$ cat src/rtl/sound_frame_sequencer.sv
// Frame sequencer shared by the four sound channels: divides the sound clock into 512 Hz steps
// and emits single-cycle length, sweep and envelope ticks on an 8-step schedule.
module sound_frame_sequencer #(
    parameter int unsigned CLKS_PER_STEP = 64453,
    parameter int unsigned DIV_WIDTH     = 17
) (
    input  logic       I_CLK,
    input  logic       I_RESET,
    input  logic       I_SOUND_ON,
    output logic       O_LENGTH_TICK,
    output logic       O_SWEEP_TICK,
    output logic       O_ENVELOPE_TICK,
    output logic       O_FRAME_WRAP,
    output logic [2:0] O_STEP
);

    localparam logic [DIV_WIDTH-1:0] DivLast = DIV_WIDTH'(CLKS_PER_STEP - 1);

    logic [DIV_WIDTH-1:0] div_q, div_d;
    logic [2:0]           step_q, step_d;
    logic                 len_q, len_d;
    logic                 swp_q, swp_d;
    logic                 env_q, env_d;
    logic                 wrap_q, wrap_d;

    always_comb begin
        div_d  = div_q + 1'b1;
        step_d = step_q;
        len_d  = 1'b0;
        swp_d  = 1'b0;
        env_d  = 1'b0;
        wrap_d = 1'b0;
        if (div_q == DivLast) begin
            div_d  = '0;
            step_d = step_q + 3'd1;
            // Ticks decode the step being entered so they line up with the new O_STEP.
            len_d  = ~step_d[0];
            swp_d  = (step_d[1:0] == 2'b10);
            env_d  = (step_d == 3'd7);
            wrap_d = (step_d == 3'd0);
        end
        // Sound off parks the sequencer so the next enable starts a full period at step 7.
        if (!I_SOUND_ON) begin
            div_d  = '0;
            step_d = 3'd7;
            len_d  = 1'b0;
            swp_d  = 1'b0;
            env_d  = 1'b0;
            wrap_d = 1'b0;
        end
    end

    always_ff @(posedge I_CLK) begin
        if (I_RESET) begin
            div_q  <= '0;
            step_q <= 3'd7;
            len_q  <= 1'b0;
            swp_q  <= 1'b0;
            env_q  <= 1'b0;
            wrap_q <= 1'b0;
        end else begin
            div_q  <= div_d;
            step_q <= step_d;
            len_q  <= len_d;
            swp_q  <= swp_d;
            env_q  <= env_d;
            wrap_q <= wrap_d;
        end
    end

    assign O_LENGTH_TICK   = len_q;
    assign O_SWEEP_TICK    = swp_q;
    assign O_ENVELOPE_TICK = env_q;
    assign O_FRAME_WRAP    = wrap_q;
    assign O_STEP          = step_q;

endmodule

$ cat config.mk
export PLATFORM = sky130hd
export DESIGN_NAME = sound_frame_sequencer
export DESIGN_NICKNAME = d
export VERILOG_FILES = /design/src/rtl/sound_frame_sequencer.sv
export SDC_FILE = /design/constraint.sdc
export NUM_CORES = 1
export LEC_CHECK = 0
export CORE_MARGIN = 5
export CORE_UTILIZATION = 59
export DETAILED_ROUTE_END_ITERATION = 10
export GPL_TIMING_DRIVEN = 1
export PLACE_DENSITY = 0.81
export SYNTH_ARGS = -nofsm -noshare
export SYNTH_HDL_FRONTEND = slang
export SYNTH_SLANG_ARGS = --single-unit
$ cat constraint.sdc
create_clock -name I_CLK -period 2.4 [get_ports I_CLK]
set_clock_uncertainty 0.2 [all_clocks]
set_input_delay 0.36 -clock I_CLK [delete_from_list [all_inputs] [get_ports I_CLK]]
set_output_delay 0.36 -clock I_CLK [all_outputs]
set_load 0.1 [all_outputs]
==> out/metrics.yaml, run 1 <==
outcome: "finished, final reports clean"
rr_endpoint: "div_q[16]"
worst-r2r-setup-slack_ns: 0.63
tritoncts: "yes"
dieWidth_um: 53.8
gp_congestion: 0.770
diodes: 0
fin_crit_sh: 0.738
synth_warnings: 0
cts.sinks: 24
worstHoldPathType: "reg -> reg"
final_core_util: 0.695
drc: 0
routed_wl_um: 1840
vdd.ir_drop.worst_v: 0.000309
nFillCells: 150
dr.pass1.iters: 4
met2WireLength_um: 936
io_pins: 10
postCtsSetupBuffers: 0
multi_input_area_um2: 618
required_ns: 2.41
dp_hpwl_um: 1420
drive_above_1_share: 0.176
hp-start: "div_q[15]"
min_to: "div_q[15]"
cts_root_buffer: "clkbuf_4"
rsz0062_at_grt: "false"
synth_top_cell_by_area: "dfxtp_1"
grt_usage: 0.152
fin_crit_ns: 1.77
fin_setup_tns_ns: 0
syn_area_per_cell_um2: 9.85
synthArstFlopShare: 0
synthTopCellsByCount: "dfxtp_1, nor2_1, nand3_1, xnor2_1, nand2_1"
final_cells: 150
drt-met1-wl_um: 783
die_area_um2: 2900
wl_per_cell_um: 12.3
holdPathStages: 2
tightestPinTransition_ns: 0.444
synth.most_common_cell: "dfxtp_1"
synth_edf_count: 0
die_y_um: 53.8
dpl.cell_count: 147
hold_ws_ns: 0.309
drv_cap: 0
cts_max_level: 1
grt_pass1_wl_um: 3260
overflow: 0
seq_area_frac_synth: 0.424
avgViaCountPerCell: 5.57
drv_slew: 0
dr_wl_met3_um: 84
reg2regPathDepth: 5
crit_arrival_ns: 1.78
synthToLayoutAreaGrowth_pct: 9.50
highest_layer: "met4"
maxSlewHeadroom: 0.704
num_rows: 15
core-area_um2: 1780
synthFlopType: "dfxtp_1"
synthTopCellsByArea: "dfxtp_1, xnor2_1, ha_1"
crit_fanout: 7
p_leak_uw: 0.000467
finalHoldViolations: 0
grt_pass1_vias: 808
ys_ff_latch: 24
antenna_left: 0
cts_buffers: 3
clk_path_buf_depth: 2
netlist_area_um2: 1130
vias: 836
cp-start-kind: "flip-flop"
path_class: "reg -> reg"
grt_max_degree: 16
end_kind: "flip-flop"
syn_nets: 124
drt_iter0_markers: 16
synthCells: 115
initial_core_util: 0.635
cts_repair_resize_count: 0
clk_pin_slew_ns: 0.12
ff_latch_area_um2: 480
synthDistinctLibCells: 33
r2r-start: "div_q[0]"
powerDensity_nw_per_um2: 473
postCtsHoldBufs: 0
clock.fmax_ghz: 0.565
port_buffers: 9
nets: 136
setup_viol: 0
yosysTopAreaCellShare: 0.424
clkLatencyLatePin_ns: 0.30
antenna_found_initial: 0
==> placed cells by master (no fill, tap or decap), types with 2 or more instances in the layout <==
cell type / n
and3_1: 2
mux2i_1: 2
xor2_1: 5
nor2_1: 15
clkdlybuf4s50_1: 2
xnor2_1: 9
nor3_1: 3
nand4_1: 3
and2_1: 3
nand2_2: 2
nor4_1: 2
clkbuf_4: 3
ha_1: 6
dfxtp_1: 24
buf_4: 7
nand3_1: 9
nand2_1: 8
inv_1: 4
==> stage by stage <==
step           setup WS (ns)  total power (µW)  cell area [µm²]
3_3_place_gp           0.481               429             1220
2_1_floorplan          0.396               423             1130
5_1_grt                0.492               611             1240
4_1_cts                0.627               592             1240
6_report               0.629               586             1240
3_5_place_dp           0.366               430             1220
==> layout make-up <==
cell class	instances	area share
multi-input combinational	85	0.498
sequential	24	0.387
timing repair buffer	9	0.0585
tap	25	0.0252
clock buffer	3	0.0182
inverter	4	0.0121
==> state kept, by name, summed over array words and instances (netlist names) <==
| name | cells |
|---|---|
| O_FRAME_WRAP | 1 |
| O_SWEEP_TICK | 1 |
| O_ENVELOPE_TICK | 1 |
| div_q | 17 |
| O_STEP | 3 |
| O_LENGTH_TICK | 1 |
==> cells by family (layout without fill, tap and decap cells) <==
| kind of cell | Yosys count | in the layout | share of synthesized area |
|---|---|---|---|
| buffers and inverters | 6 | 16 | 0.0298 |
| AOI/OAI and AO/OA | 3 | 3 | 0.0210 |
| adders and majority gates | 6 | 6 | 0.0663 |
| muxes | 2 | 2 | 0.0177 |
| xor gates and xnor gates | 14 | 14 | 0.108 |
| and+or+nand+nor | 60 | 60 | 0.333 |
| DFF | 24 | 24 | 0.424 |
==> where the power goes <==
group	internal, µW	total (µW)	switching (µW)
logic	8.24	17.5	9.31
clock network	58.5	166	107
registers	400	403	2.88
total	467	586	119
==> worst max-delay path by stage <==
stage,startpoint,endpoint,slack (ns),depth (start not counted)
after floorplan,O_STEP[1],O_STEP[2],0.40,4
after global placement,I_SOUND_ON,div_q[15],0.48,4
after detailed placement,I_SOUND_ON,div_q[7],0.37,4
after CTS,div_q[0],O_ENVELOPE_TICK,0.63,6
after global routing,div_q[0],O_ENVELOPE_TICK,0.49,6
final,div_q[0],div_q[16],0.63,5
==> worst max-delay path, stage by stage (launching register included) <==
cell and delay, ns:
dfxtp_1 0.47, ha_1 0.25, nand2_1 0.16, nor4_2 0.35, nand2_1 0.12, mux2i_1 0.13
==> layer usage <==
layer / global-route usage / vias to the layer above
li1: - / 418
met1: 0.172 / 396
met2: 0.264 / 16
met3: 0.0249 / 6
met4: 0.0936 / 0
met5: 0 / -
Note: power is estimated with default switching activity, not from simulation.
==> run 2: changes to the inputs <==
--- a/config.mk
+++ b/config.mk
@@ -6,10 +6,10 @@
 export NUM_CORES = 1
 export LEC_CHECK = 0
 export CORE_MARGIN = 5
-export CORE_UTILIZATION = 59
+export CORE_UTILIZATION = 50
 export DETAILED_ROUTE_END_ITERATION = 10
 export GPL_TIMING_DRIVEN = 1
-export PLACE_DENSITY = 0.81
+export PLACE_DENSITY = 0.73
 export SYNTH_ARGS = -nofsm -noshare
 export SYNTH_HDL_FRONTEND = slang
 export SYNTH_SLANG_ARGS = --single-unit
==> constraint.sdc (replaced) <==
create_clock -name I_CLK -period 1.55 [get_ports I_CLK]
set_clock_uncertainty 0.2 [all_clocks]
set_input_delay 0.2325 -clock I_CLK [delete_from_list [all_inputs] [get_ports I_CLK]]
set_output_delay 0.2325 -clock I_CLK [all_outputs]
set_load 0.1 [all_outputs]
==> out/metrics.yaml, run 2 (synthesized netlist as in run 1, its figures left out) <==
port_buffers: 9  # unchanged
postCtsHoldBufs: 0  # unchanged
gp_congestion: 0.800  # +3.9%
tightestPinTransition_ns: 0.323  # -0.120 ns
drv_slew: 0  # unchanged
pre_cts_slack_ns: -0.122  # -0.489 ns
fin_crit_sh: 1.13  # +0.395
nets: 169  # +24%
drt_iter0_markers: 47  # +31
clk_pin_slew_ns: 0.13  # about the same
cts_buffers: 3  # unchanged
fin_ws_ns: -0.206  # -0.835 ns
antenna_left: 0  # unchanged
dpl.cell_count: 169  # +15%
regMostFlops: "div_q"
clkLatencyLatePin_ns: 0.32  # +0.02 ns
startpoint: "div_q[8]"
outcome: "complete, but fails checks"
cp_num_buf_inv: 2  # +2
maxSlewHeadroom: 0.784  # +0.0803
clock.fmax_ghz: 0.570  # +0.84%
dieWidth_um: 57.6  # +7.0%
synthToLayoutAreaGrowth_pct: 53.5
placed_cell_area_um2: 1470  # +21%
rsz0062_at_grt: "true"
wl_per_cell_um: 16.6  # +36%
drive_above_1_share: 0.484  # +0.308
finalHoldViolations: 0  # unchanged
grt_max_degree: 16  # unchanged
diodes: 0  # unchanged
clk_path_buf_depth: 2  # unchanged
io_pins: 10  # unchanged
drc: 0  # unchanged
initial_core_util: 0.517  # -0.118
cts.sinks: 24  # unchanged
crit_arrival_ns: 1.78  # about the same
failed_checks: "setup timing"
largest_reg_flops: 17  # unchanged
die_area_um2: 3320  # +15%
fin_crit_ns: 1.76  # -0.0148 ns
dr.pass1.iters: 4  # unchanged
required_ns: 1.58  # -0.83 ns
totalPowerFinal_uw: 958  # +63%
crit_chain: "buf_6, nand4_1, buf_4, nor3_4, xnor2_1, nor2_1"
cp_top_family: "simple AND/OR/NAND/NOR gates"
cp_slowest_cell: "dfxtp_2"
final_common_cell: "buf_4"
antenna_found_initial: 0  # unchanged
cts_root_buffer: "clkbuf_4"
p_leak_uw: 0.000765  # +64%
tritoncts: "yes"
core-area_um2: 2190  # +23%
routed_wl_um: 3110  # +69%
crit_fanout: 4  # -3
powerDensity_nw_per_um2: 551  # +17%
hp-start: "div_q[15]"
grt_usage: 0.187  # +0.0348
final_cells: 187  # +25%
postLayoutCellArea_um2: 1740  # +40%
drv_cap: 0  # unchanged
cp-start-kind: "flip-flop"
grt_pass1_wl_um: 4710  # +44%
setup_viol: 23  # +23
layout_common_cells: "buf_4, nor2_1, dfxtp_1"
vias: 1033  # +24%
die_y_um: 57.6  # +7.0%
path_class: "reg -> reg"
num_rows: 17  # +2
end_kind: "flip-flop"
worstHoldPathType: "reg -> reg"
overflow: 0  # unchanged
avgViaCountPerCell: 5.52  # -0.88%
vdd.ir_drop.worst_v: 0.000632  # +100%
dp_hpwl_um: 1810  # +27%
hold_ws_ns: 0.318  # +0.00874 ns
cts_max_level: 1  # unchanged
max_stage_delay_ns: 0.38  # -0.09 ns
r2r-start: "div_q[8]"
grt_pass1_vias: 1034  # +28%
run 2: cell count changes in the layout (fill, tap and decap cells not counted), sizes merged:
cell	delta
clkinv	+1
buf	+33
run 2: worst min-delay path, stage by stage, from the launching register on:
cell     delay (ns)
dfxtp_1        0.35
o31ai_2        0.08
a21oi_2        0.06
run 2: area by class of cell:
cell class | count | area, µm²
clock inverters | 1 | 3.75
multi-input cells | 85 | 729
well taps | 28 | 35.0
inverters | 4 | 15.0
fillers | 116 | 453
clock buffers | 3 | 22.5
repair buffers | 42 | 432
flip-flops and latches | 24 | 500
run 2: worst paths after layout:
kind	to	slack, ns	cells after the start
worst min register to register	div_q[15]	0.32	2
worst min-delay path	div_q[15]	0.32	2
worst max register to register	div_q[10]	-0.21	6
worst max-delay path	div_q[10]	-0.21	6
run 2: timing repair:
item,4_1_cts,5_1_grt
setup endpoints to repair,23,24
pin swaps,14,6
resized for setup,19,10
buffers inserted,12,2
run 2: layer usage:
metal	share of wire	global-route usage
met4	0.035	0.106
met3	0.052	0.0520
met5	0	0
met1	0.42	0.220
met2	0.49	0.303
run 2: where the power goes:
group,internal (µW),leakage (µW),switching (µW)
Sequential,615,0.000197,2.31
Clock,94.6,0.0000154,192
Combinational,29.1,0.000553,25.1
Total,738,0.000765,219
run 2: metrics by stage:
stage | TNS (ns) | util
floorplan | -0.00934 | -
CTS | -1.48 | 0.762
global placement | -0.177 | 0.670
finish | -2.54 | 0.793
detailed placement | -1.14 | 0.670
global route | -4.39 | 0.793
==> run 3: changes to the inputs <==
--- a/config.mk
+++ b/config.mk
@@ -5,11 +5,12 @@
 export SDC_FILE = /design/constraint.sdc
 export NUM_CORES = 1
 export LEC_CHECK = 0
+export ABC_AREA = 1
 export CORE_MARGIN = 5
-export CORE_UTILIZATION = 50
+export CORE_UTILIZATION = 51
 export DETAILED_ROUTE_END_ITERATION = 10
 export GPL_TIMING_DRIVEN = 1
-export PLACE_DENSITY = 0.73
+export PLACE_DENSITY = 0.74
 export SYNTH_ARGS = -nofsm -noshare
 export SYNTH_HDL_FRONTEND = slang
 export SYNTH_SLANG_ARGS = --single-unit
==> out/metrics.yaml, run 3 <==
postLayoutCellArea_um2: 1570  # -9.7%
cts_buffers: 3  # unchanged
synthFlopType: "dfxtp_1"
postCtsHoldBufs: 0  # unchanged
routed_wl_um: 2520  # -19%
path_class: "reg -> reg"
dieWidth_um: 59.5  # +3.3%
vias: 1180  # +14%
worstHoldPathType: "reg -> reg"
pre_cts_slack_ns: -0.00466  # +0.118 ns
port_buffers: 9  # unchanged
cts.sinks: 24  # unchanged
core-area_um2: 2410  # +10%
syn_area_per_cell_um2: 6.57  # -33%
ff_latch_area_um2: 494  # -1.3%
syn_nets: 199  # +60%
diodes: 0  # unchanged
clkLatencyLatePin_ns: 0.32  # about the same
grt_usage: 0.159  # -0.0282
synthCells: 190  # +65%
grt_pass1_vias: 1104  # +6.8%
io_pins: 10  # unchanged
yosysTopAreaCellShare: 0.385  # -0.0395
fin_crit_sh: 0.945  # -0.188
final_common_cell: "nand2_1"
nets: 218  # +29%
drive_above_1_share: 0.197  # -0.287
synth_edf_count: 0  # unchanged
synthTopCellsByCount: "nand2_1, inv_1, nor2_1"
netlist_area_um2: 1250  # +10%
antenna_left: 0  # unchanged
antenna_found_initial: 0  # unchanged
drc: 0  # unchanged
fin_ws_ns: 0.0854  # +0.291 ns
drv_cap: 0  # unchanged
crit_fanout: 5  # +1
maxSlewHeadroom: 0.830  # +0.0465
p_leak_uw: 0.000720  # -5.9%
clk_pin_slew_ns: 0.13  # about the same
synth-xor-area-share: 0.0351  # -0.0732
gp_congestion: 0.881  # +10%
regMostFlops: "div_q"
synthAdderAreaFrac: 0.0601  # -0.00618
drt_iter0_markers: 22  # -53%
fin_crit_ns: 1.46  # -0.291 ns
required_ns: 1.59  # about the same
crit_arrival_ns: 1.50  # -0.28 ns
synth_simple_gate_area_frac: 0.352  # +0.0191
nFillCells: 195  # +68%
synth_warnings: 0  # unchanged
clock.fmax_ghz: 0.683  # +20%
dr.pass1.iters: 4  # unchanged
num_rows: 18  # +1
synthToLayoutAreaGrowth_pct: 25.7
tightestPinTransition_ns: 0.253  # -0.0697 ns
clk_path_buf_depth: 2  # unchanged
synthArstFlopShare: 0  # unchanged
totalPowerFinal_uw: 969  # +1.2%
drv_slew: 0  # unchanged
cts_max_level: 1  # unchanged
synth_compound_area_frac: 0.0421  # +0.0211
placed_cell_area_um2: 1470  # +0.34%
dp_hpwl_um: 1810  # +0.49%
powerDensity_nw_per_um2: 618  # +12%
synth.area.mux_share: 0  # -0.0177
synth_top_cell_by_area: "dfxtp_1"
setup_viol: 0  # -100%
tritoncts: "yes"
overflow: 0  # unchanged
die_y_um: 59.5  # +3.3%
avgViaCountPerCell: 4.96  # -10%
end_kind: "flip-flop"
vdd.ir_drop.worst_v: 0.000434  # -31%
grt_max_degree: 19  # +3
seq_area_frac_synth: 0.385  # -0.0395
initial_core_util: 0.518  # +0.00133
multi_input_area_um2: 674  # -7.5%
cp-start-kind: "flip-flop"
hold_ws_ns: 0.241  # -0.0766 ns
wl_per_cell_um: 10.6  # -36%
synth_top_family_by_area: "simple AND/OR/NAND/NOR gates"
cts_root_buffer: "clkbuf_4"
ys_ff_latch: 24  # unchanged
synthTopCellsByArea: "dfxtp_1, nand2_1, inv_1"
largest_reg_flops: 17  # unchanged
synth.most_common_cell: "nand2_1"
die_area_um2: 3540  # +6.7%
layout_common_cells: "nand2_1, inv_1, nor2_1"
finalHoldViolations: 0  # unchanged
grt_pass1_wl_um: 4350  # -7.5%
outcome: "finished, final reports clean"
synthDistinctLibCells: 18  # -45%
-- run 3: cell types whose count changed in the layout (fill, tap and decap cells not counted), moves of 6 or more --
| cell | previous run | this run |
|---|---|---|
| xnor2_1 | 8 | 2 |
| a21oi_1 | 0 | 6 |
| buf_4 | 29 | 4 |
| nor2_1 | 15 | 32 |
| nand2_1 | 7 | 48 |
| inv_1 | 2 | 36 |
-- run 3: through the flow --
stage / TNS, ns / utilization / std cells
floorplan: 0 / - / 190
global placement: 0 / 0.612 / 232
detailed placement: -0.00466 / 0.612 / 232
CTS: 0 / 0.624 / 236
global route: -0.0271 / 0.651 / 238
finish: 0 / 0.651 / 238
-- run 3: worst max-delay path, cell delays in order, from the launching register on --
cell and delay (ns):
dfxtp_1 0.43, nand2_2 0.11, nor2_4 0.15, nand2_2 0.09, inv_2 0.07, nand2_4 0.10, nand2_8 0.11, inv_1 0.04
nand2_1 0.05, inv_1 0.03
-- run 3: per-layer routing --
metal,track usage,wire [µm],vias up,share of wire
met2,0.276,1280,25,0.51
met1,0.192,1080,543,0.43
met4,0.0744,40,0,0.016
li1,-,-,607,-
met5,0,0,-,0
met3,0.0196,116,5,0.046
-- run 3: power breakdown --
group | switching [µW] | internal, µW
Combinational | 37.1 | 22.8
Clock | 190 | 94.3
Sequential | 5.65 | 619
Total | 233 | 736
-- run 3: logic make-up (layout without fill, tap and decap cells) --
logic type	count (synthesis)	in the layout
AO/OA/AOI/OAI	10	10
XOR/XNOR	5	5
flip-flops	24	24
buffers and inverters	40	56
adder cells (fa/ha/maj)	6	6
AND/OR/NAND/NOR	105	107
-- run 3: layout make-up --
type / count / area share
Multi-Input combinational cell: 128 / 0.430
Sequential cell: 24 / 0.315
Timing Repair Buffer: 13 / 0.121
Inverter: 39 / 0.0933
Tap cell: 30 / 0.0239
Clock buffer: 3 / 0.0144
Clock inverter: 1 / 0.00239
-- run 3: path summary, 6_finish.rpt --
path                to  slack (ns)  cells after the start      from
min           div_q[0]        0.24                      1  div_q[0]
min reg2reg   div_q[0]        0.24                      1  div_q[0]
max reg2reg  div_q[12]        0.09                      9  div_q[8]
max          div_q[12]        0.09                      9  div_q[8]
-- run 3: repair_timing --
item | 4_1_cts | 5_1_grt
hold endpoints to repair | 0 | 0
setup buffers | 0 | 0
setup endpoints to repair | 3 | 20
resized for setup | 2 | 16
gates cloned | 0 | 2
pin swaps | 0 | 3
